==> src/rtl/nibble_serial_sub_seq_if.sv <==
// ============================================================================
// Module      : nibble_serial_sub_seq_if
// Description : Operand/result bus and 4-bit subtractor link for the
//               nibble-serial subtraction sequencer.
// Revision    : 1.0 - initial release
// ============================================================================
`default_nettype none

interface nibble_serial_sub_seq_if #(
    parameter int NIBBLES = 4
);
    localparam int c_W = 4 * NIBBLES;

    logic           start;
    logic [c_W-1:0] op_a;
    logic [c_W-1:0] op_b;
    logic [3:0]     sub_a;
    logic [3:0]     sub_b;
    logic           sub_cin;
    logic [3:0]     sub_s;
    logic           sub_cout;
    logic [c_W-1:0] result;
    logic           no_borrow;
    logic           zero;
    logic           negative;
    logic           overflow;
    logic           busy;
    logic           done;

    modport master (
        input  start, op_a, op_b, sub_s, sub_cout,
        output sub_a, sub_b, sub_cin, result, no_borrow, zero, negative,
               overflow, busy, done
    );

    modport slave (
        output start, op_a, op_b, sub_s, sub_cout,
        input  sub_a, sub_b, sub_cin, result, no_borrow, zero, negative,
               overflow, busy, done
    );
endinterface

`default_nettype wire

==> src/rtl/nibble_serial_sub_seq.sv <==
// ============================================================================
// Module      : nibble_serial_sub_seq
// Description : Multi-precision A - B computed one nibble per clock through an
//               external 4-bit ripple subtractor; assembles result and flags.
// Revision    : 1.0 - initial release
// ============================================================================
`default_nettype none

module nibble_serial_sub_seq #(
    parameter int NIBBLES = 4
) (
    input  wire logic                   clk,
    input  wire logic                   rst,
    nibble_serial_sub_seq_if.master     bus
);
    localparam int c_W  = 4 * NIBBLES;
    localparam int c_IW = (NIBBLES > 1) ? $clog2(NIBBLES) : 1;
    localparam logic [c_IW-1:0] c_LAST = c_IW'(NIBBLES - 1);

    typedef enum logic [1:0] {
        S_IDLE = 2'd0,
        S_RUN  = 2'd1,
        S_DONE = 2'd2
    } state_t;

    state_t          r_state;
    state_t          w_state_nxt;
    logic            w_accept;
    logic            w_run;
    logic            w_last;

    logic [c_W-1:0]  r_a_sh;
    logic [c_W-1:0]  r_b_sh;
    logic [c_W-1:0]  r_acc;
    logic [c_W-1:0]  w_acc_nxt;
    logic [c_IW-1:0] r_idx;
    logic            r_carry;
    logic [c_W-1:0]  r_result;
    logic            r_no_borrow;
    logic            r_zero;
    logic            r_negative;
    logic            r_overflow;
    logic            w_ovf;

    always_ff @(posedge clk) begin
        if (rst) begin
            r_state <= S_IDLE;
        end else begin
            r_state <= w_state_nxt;
        end
    end

    always_comb begin
        w_state_nxt = r_state;
        w_accept    = 1'b0;
        w_run       = 1'b0;
        w_last      = 1'b0;
        bus.busy    = 1'b0;
        bus.done    = 1'b0;
        bus.sub_a   = 4'd0;
        bus.sub_b   = 4'd0;
        bus.sub_cin = 1'b0;
        case (r_state)
            S_IDLE, S_DONE: begin
                bus.done = (r_state == S_DONE);
                if (bus.start) begin
                    w_accept    = 1'b1;
                    w_state_nxt = S_RUN;
                end else begin
                    w_state_nxt = S_IDLE;
                end
            end
            S_RUN: begin
                bus.busy    = 1'b1;
                w_run       = 1'b1;
                bus.sub_a   = r_a_sh[3:0];
                bus.sub_b   = r_b_sh[3:0];
                bus.sub_cin = r_carry;
                if (r_idx == c_LAST) begin
                    w_last      = 1'b1;
                    w_state_nxt = S_DONE;
                end
            end
            default: w_state_nxt = S_IDLE;
        endcase
    end

    // The final nibble is merged here so flags see the complete result on the last edge.
    always_comb begin
        w_acc_nxt                        = r_acc;
        w_acc_nxt[{r_idx, 2'b00} +: 4]   = bus.sub_s;
        w_ovf = (r_a_sh[3] != r_b_sh[3]) && (bus.sub_s[3] != r_a_sh[3]);
    end

    always_ff @(posedge clk) begin
        if (rst) begin
            r_a_sh      <= '0;
            r_b_sh      <= '0;
            r_acc       <= '0;
            r_idx       <= '0;
            r_carry     <= 1'b0;
            r_result    <= '0;
            r_no_borrow <= 1'b0;
            r_zero      <= 1'b0;
            r_negative  <= 1'b0;
            r_overflow  <= 1'b0;
        end else if (w_accept) begin
            r_a_sh  <= bus.op_a;
            r_b_sh  <= bus.op_b;
            r_idx   <= '0;
            r_carry <= 1'b1;
        end else if (w_run) begin
            r_acc   <= w_acc_nxt;
            r_carry <= bus.sub_cout;
            r_a_sh  <= r_a_sh >> 4;
            r_b_sh  <= r_b_sh >> 4;
            r_idx   <= r_idx + 1'b1;
            if (w_last) begin
                r_result    <= w_acc_nxt;
                r_no_borrow <= bus.sub_cout;
                r_negative  <= bus.sub_s[3];
                r_zero      <= (w_acc_nxt == '0);
                r_overflow  <= w_ovf;
            end
        end
    end

    assign bus.result    = r_result;
    assign bus.no_borrow = r_no_borrow;
    assign bus.zero      = r_zero;
    assign bus.negative  = r_negative;
    assign bus.overflow  = r_overflow;
endmodule

`default_nettype wire

==> src/flat_wrapper.sv <==
// flat-port wrapper written by rule: the top's interface ports become plain ports
module nibble_serial_sub_seq_flat 
#(
    parameter int NIBBLES = 4
)
  (clk, rst, bus_start, bus_op_a, bus_op_b, bus_sub_s, bus_sub_cout, bus_sub_a, bus_sub_b, bus_sub_cin, bus_result, bus_no_borrow, bus_zero, bus_negative, bus_overflow, bus_busy, bus_done);
  nibble_serial_sub_seq_if #(.NIBBLES(NIBBLES)) bus_i ();
  input  wire logic clk;
  input  wire logic rst;
  input wire logic [$bits(bus_i.start)-1:0] bus_start;
  input wire logic [$bits(bus_i.op_a)-1:0] bus_op_a;
  input wire logic [$bits(bus_i.op_b)-1:0] bus_op_b;
  input wire logic [$bits(bus_i.sub_s)-1:0] bus_sub_s;
  input wire logic [$bits(bus_i.sub_cout)-1:0] bus_sub_cout;
  output wire logic [$bits(bus_i.sub_a)-1:0] bus_sub_a;
  output wire logic [$bits(bus_i.sub_b)-1:0] bus_sub_b;
  output wire logic [$bits(bus_i.sub_cin)-1:0] bus_sub_cin;
  output wire logic [$bits(bus_i.result)-1:0] bus_result;
  output wire logic [$bits(bus_i.no_borrow)-1:0] bus_no_borrow;
  output wire logic [$bits(bus_i.zero)-1:0] bus_zero;
  output wire logic [$bits(bus_i.negative)-1:0] bus_negative;
  output wire logic [$bits(bus_i.overflow)-1:0] bus_overflow;
  output wire logic [$bits(bus_i.busy)-1:0] bus_busy;
  output wire logic [$bits(bus_i.done)-1:0] bus_done;
  assign bus_i.start = bus_start;
  assign bus_i.op_a = bus_op_a;
  assign bus_i.op_b = bus_op_b;
  assign bus_i.sub_s = bus_sub_s;
  assign bus_i.sub_cout = bus_sub_cout;
  assign bus_sub_a = bus_i.sub_a;
  assign bus_sub_b = bus_i.sub_b;
  assign bus_sub_cin = bus_i.sub_cin;
  assign bus_result = bus_i.result;
  assign bus_no_borrow = bus_i.no_borrow;
  assign bus_zero = bus_i.zero;
  assign bus_negative = bus_i.negative;
  assign bus_overflow = bus_i.overflow;
  assign bus_busy = bus_i.busy;
  assign bus_done = bus_i.done;
  nibble_serial_sub_seq #(.NIBBLES(NIBBLES)) u_core (.clk(clk), .rst(rst), .bus(bus_i));
endmodule
==> config.mk <==
export PLATFORM = sky130hd
export DESIGN_NAME = nibble_serial_sub_seq_flat
export DESIGN_NICKNAME = d
export VERILOG_FILES = /design/src/rtl/nibble_serial_sub_seq_if.sv /design/src/rtl/nibble_serial_sub_seq.sv /design/src/flat_wrapper.sv
export SDC_FILE = /design/constraint.sdc
export NUM_CORES = 1
export LEC_CHECK = 0
export ABC_AREA = 1
export BUFFER_PORTS_ARGS = -buffer_cell sky130_fd_sc_hd__buf_2
export CAP_MARGIN = 10
export CORE_MARGIN = 1.5
export CORE_UTILIZATION = 40
export CTS_CLUSTER_DIAMETER = 120
export DETAILED_ROUTE_END_ITERATION = 7
export PLACE_DENSITY = 0.64
export SLEW_MARGIN = 20
export SYNTH_ARGS = -nofsm -noshare
export SYNTH_HDL_FRONTEND = slang
export SYNTH_SLANG_ARGS = --single-unit
==> constraint.sdc <==
create_clock -name clk -period 5.8 [get_ports clk]
set_clock_uncertainty 0.1 [all_clocks]
set_input_delay 0.87 -clock clk [delete_from_list [all_inputs] [get_ports clk]]
set_output_delay 0.87 -clock clk [all_outputs]
set_load 0.03 [all_outputs]
# --- Word-level counts from Yosys, hierarchy flattened ---
# Index checks and enable logic that the tools add are counted.
word_totals:
  reg_bits: 73
  input_bits: 40
  out_inout_bits: 31
  wordCells: 49
classes:
  n_addsub: 2
  eq_ne: 6
  shifts: 2
  n_mux: 19
  n_bitwise: 1
  reduce_logical: 8
ops:
  columns: ["operator", "n"]
  rows:
  - ["16-bit 2-to-1 mux", 4]
  - ["16-bit bitwise mux", 1]
  - ["16-bit zero test", 1]
  - ["4-bit by 6-bit variable shift with 16-bit output (first input constant)", 1]
  - ["4-bit by 6-bit variable part select with 16-bit output", 1]
  - ["1-bit 2-to-1 mux", 10]
  - ["4-bit 2-to-1 mux", 2]
  - ["4-bit negation with 6-bit output", 1]
  - ["2-bit == test (second input constant)", 2]
  - ["2-bit one-hot mux with 2 select lines", 1]
  - ["2-bit OR reduction", 2]
  - ["3-bit AND reduction", 1]
  - ["2-bit by 1-bit adder with 2-bit output (second input constant)", 1]
  - ["2-bit by 1-bit == test with 1-bit output (second input constant)", 1]
  - ["2-bit zero test", 1]
  - ["2-bit 2-to-1 mux", 1]
  - ["1-bit != test", 2]
  - ["2-bit by 1-bit != test with 1-bit output (second input constant)", 1]
  - ["2-bit AND reduction", 1]
  - ["2-bit nonzero test", 1]
  - ["1-bit logical AND", 1]
  - ["1-bit inverter", 1]

# --- Longest topological paths before layout ---
logic_depth:
  depth_word: 5
  mapped_depth: 12

# --- Worst setup path after synthesis ---
# OpenSTA, ideal clock, no wires.
synth_path:
  kind: "flip-flop to output port"
  startpoint: "reg u_core.r_state[1]"
  endpoint: "out bus_sub_a[0]"
  t_arrival_ns: 1.158
  path_slack_ns: 3.672
  path_stages_with_launch: 6
  path_buffers: 2
  cell_sequence: "dfxtp_1 > inv_1 > nand2_2 > buf_4 > buf_2 > nor2_1"
synth_via:
  elab_chain_cells: 2
synth_lines:
  columns: ["item", "line", "rtl"]
  rows:
  - ["from (decl)", "nibble_serial_sub_seq.sv:26", "state_t r_state;"]
  - ["from (signal assigned)", "nibble_serial_sub_seq.sv:49", "r_state <= w_state_nxt;"]
  - ["2-bit by 1-bit == test with 1-bit output", "nibble_serial_sub_seq.sv:63", "case (r_state)"]
  - ["4-bit 2-to-1 mux", "nibble_serial_sub_seq.sv:63", null]
  - ["to (decl)", "flat_wrapper.sv:15", "output wire logic [$bits(bus_i.sub_a)-1:0] bus_sub_a;"]
# No other way between the ends.

# --- Final worst setup path ---
layout_path:
  startpoint: "reg u_core.r_state[0]"
  endpoint: "out bus_busy"
layout_via:
  elab_chain_cells: 2
layout_lines:
  columns: ["item", "line", "rtl"]
  rows:
  - ["2-bit by 1-bit == test with 1-bit output", "nibble_serial_sub_seq.sv:63", null]
  - ["1-bit 2-to-1 mux", "nibble_serial_sub_seq.sv:63", null]
  - ["to (decl)", "flat_wrapper.sv:23", "output wire logic [$bits(bus_i.busy)-1:0] bus_busy;"]
# No other way between the ends.

==> results.py <==
metrics = {
    "run_status": {
        "outcome": "finished, final reports clean",
    },
    "power_and_ir_drop": {
        "peakVddDrop_mv": 0.124,
        "p_leak_nw": 1.94,
        "power_density_nw_per_um2": 269,
    },
    "sta": {
        "layout_min_cycle_time_ps": 3130,
        "slew_headroom_pct": 37.4,
        "rsz0062_at_grt": "false",
        "setup_viol": 0,
        "tightestPinTransition_ps": 939,
        "slew_viol_final": 0,
        "hold_viol_final": 0,
        "period_share_pct": 53.9,
        "finalSetupTns_ps": 0,
        "fmax_ghz": 0.320,
    },
    "floorplan": {
        "ios": 71,
        "die-area_sq_um": 8860,
        "coreArea_sq_um": 8130,
        "rows": 33,
        "die_h_um": 94.1,
        "fp.dieW_um": 94.1,
        "start_util_pct": 40.8,
    },
    "yosys": {
        "syn-cell-area_sq_um": 3320,
        "synth_top_family_by_area": "simple AND/OR/NAND/NOR gates",
        "synth_cells": 482,
        "ys_ff_latch": 73,
        "syn_nets": 528,
        "synth_seq_area_share_pct": 44.0,
        "ys_warn_count": 0,
        "synth.top_cell.area_share_pct": 44.0,
        "avgSynthCellArea_sq_um": 6.89,
        "synthTopCellsByCount": "172 x nand2_1, 73 x dfxtp_1, 55 x inv_1",
        "synthTopCellsByArea": "dfxtp_1 44%, nand2_1 19%, inv_1 6.2%, nor2_1 5.3%, a31oi_1 4.7%",
        "synth-edff-count": 0,
        "synth_compound_area_share_pct": 14.5,
        "synth_xor_area_share_pct": 0,
        "async_flop_share_pct": 0,
        "synth.area.mux_share_pct": 0,
        "synthSimpleGateAreaFrac_pct": 28.0,
        "synth-main-ff-cell": "dfxtp_1",
        "synth_fa_ha_area_share_pct": 2.26,
        "yosysMostFrequentCell": "nand2_1",
        "synth_largest_area_cell": "dfxtp_1",
        "yosysUniqueCellTypes": 27,
    },
    "placed_design": {
        "io_buffers": 70,
        "dp.cells": 632,
        "hpwl_um": 5180,
        "place.gp.congestion": 0.815,
    },
    "flow_run": {
        "max_cap_viol_count": 0,
    },
    "grt": {
        "grt_pass1_wl_um": 12900,
        "grt_usage_pct": 18.5,
        "antenna_found_initial": 0,
        "grt_max_degree": 53,
        "grt_pass1_vias": 2804,
        "gr-total-overflow": 0,
    },
    "clocking": {
        "post_cts_buffers": 0,
        "root_buffer": "clkbuf_8",
        "clockBufferDepth": 2,
        "cts_buffers": 9,
        "clkTransAtPathRegs_ps": 80,
        "clock_sinks": 73,
        "holdBufCountCts": 0,
        "cts.htree.levels": 3,
        "clock_latency_ps": 350,
        "cts_tree": "done",
        "cts-resized-gates": 0,
    },
    "critical_path": {
        "critPathLaunchType": "flop",
        "cp-end-kind": "output port",
        "path_cells": "nand2_2 > inv_2 > buf_2",
        "critPathMaxStageDelay_ps": 730,
        "cp_top_family": "buffers and inverters",
        "slowest_stage": "inv_2",
        "worst-setup-path-type": "flop to output port",
        "cp_num_buf_inv": 2,
        "worst-path-max-fanout": 44,
        "required_ps": 4830,
        "critPathArrivalTime_ps": 2160,
    },
    "worst_hold_path": {
        "hold_path_class": "flop to flop",
    },
    "layout": {
        "layout.nets": 584,
        "layout-drive-gt1-share_pct": 17.5,
        "n_antenna_cell": 0,
        "syn2layout_area_growth_pct": 15.3,
        "final_cells": 648,
    },
    "drt": {
        "firstDrtPassIters": 4,
        "routed_wl_um": 7510,
        "routed.top_layer": "met4",
        "met3WireLength_um": 443,
        "drc": 0,
        "num_vias": 3054,
        "drtAntennaViolNets": 0,
        "viasPerCell": 4.71,
        "wl_met1_um": 3470,
        "routedWlPerCell_um": 11.6,
        "routed-wl-met2_um": 3490,
        "drtIter0Drc": 153,
    },
}
tightest hold or removal path: stages, from the launching register on:
cell and delay [ps]:
dfxtp_1 320, nand2_1 60, a21oi_1 50
layout by cell type (no fill, tap or decap):
cell type,instances
clkinvlp_4,3
o211a_1,1
o21a_1,6
o211ai_1,2
inv_2,4
dfxtp_1,73
nand3_2,1
a21oi_1,15
nand3_1,12
clkbuf_8,9
nand3b_1,2
o21ai_0,28
or2_2,1
a31oi_1,25
ha_1,6
a211oi_1,2
nand2_2,1
inv_6,2
buf_2,70
a21oi_2,1
clkinv_2,1
nor2_1,47
o31ai_1,1
a221oi_1,1
nor2_4,1
clkinv_4,1
nand2_1,172
inv_1,55
layout make-up:
cell class / instances / area [sq um]
tap: 105 / 131
clock buffer: 9 / 124
fill: 854 / 4300
clock inverter: 7 / 53.8
sequential: 73 / 1460
timing repair buffer: 70 / 350
multi-input combinational: 325 / 1490
inverter: 59 / 221
power breakdown:
part	internal [W]	total [W]	switching [W]
registers	0.000525	0.000538	0.0000130
clock network	0.000158	0.000360	0.000202
logic	0.0000429	0.000134	0.0000911
cells by family (layout without fill, tap and decap cells):
group           count (synthesis)  count (layout)
compound gates                 82              82
fa+ha+maj                       6               6
simple gates                  237             237
flops                          73              73
buf+inv                        84             145
per-layer routing:
| layer | track usage [%] | vias to the layer above |
|---|---|---|
| met3 | 5.66 | 8 |
| met1 | 23.9 | 1348 |
| met4 | 5.72 | 0 |
| li1 | - | 1618 |
| met5 | 0 | - |
| met2 | 29.3 | 80 |
worst paths after layout:
check                                  from                           endpoint  slack (ps)  depth (start not counted)
max          u_core.r_state[0]$_SDFFE_PP0P_                           bus_busy        2670                          3
min          u_core.r_a_sh[12]$_SDFFE_PP0P_     u_core.r_a_sh[12]$_SDFFE_PP0P_         360                          2
max reg2reg  u_core.r_state[0]$_SDFFE_PP0P_  u_core.bus.result[0]$_SDFFE_PP0P_        3530                          8
min reg2reg  u_core.r_a_sh[12]$_SDFFE_PP0P_     u_core.r_a_sh[12]$_SDFFE_PP0P_         360                          2
registers in the layout, summed over array words and instances, names as in the netlist:
register / cells
u_core.r_state: 2
u_core.r_b_sh: 16
u_core.r_carry: 1
u_core.bus.no_borrow: 1
u_core.bus.result: 16
u_core.bus.zero: 1
u_core.r_idx: 2
u_core.bus.overflow: 1
u_core.bus.negative: 1
u_core.r_a_sh: 16
u_core.r_acc: 16
metrics by stage:
stage	area (sq um)	hold slack, ps	util [%]	power (W)	worst slack, ps
floorplan	3320	339	-	0.000652	3670
global placement	3650	348	44.9	0.000683	3030
detailed placement	3650	355	44.9	0.000685	3020
CTS	3830	366	47.1	0.00105	2650
global route	3830	388	47.1	0.00109	2460
finish	3830	365	47.1	0.00103	2670
Note: power is estimated with default switching activity, not from simulation.
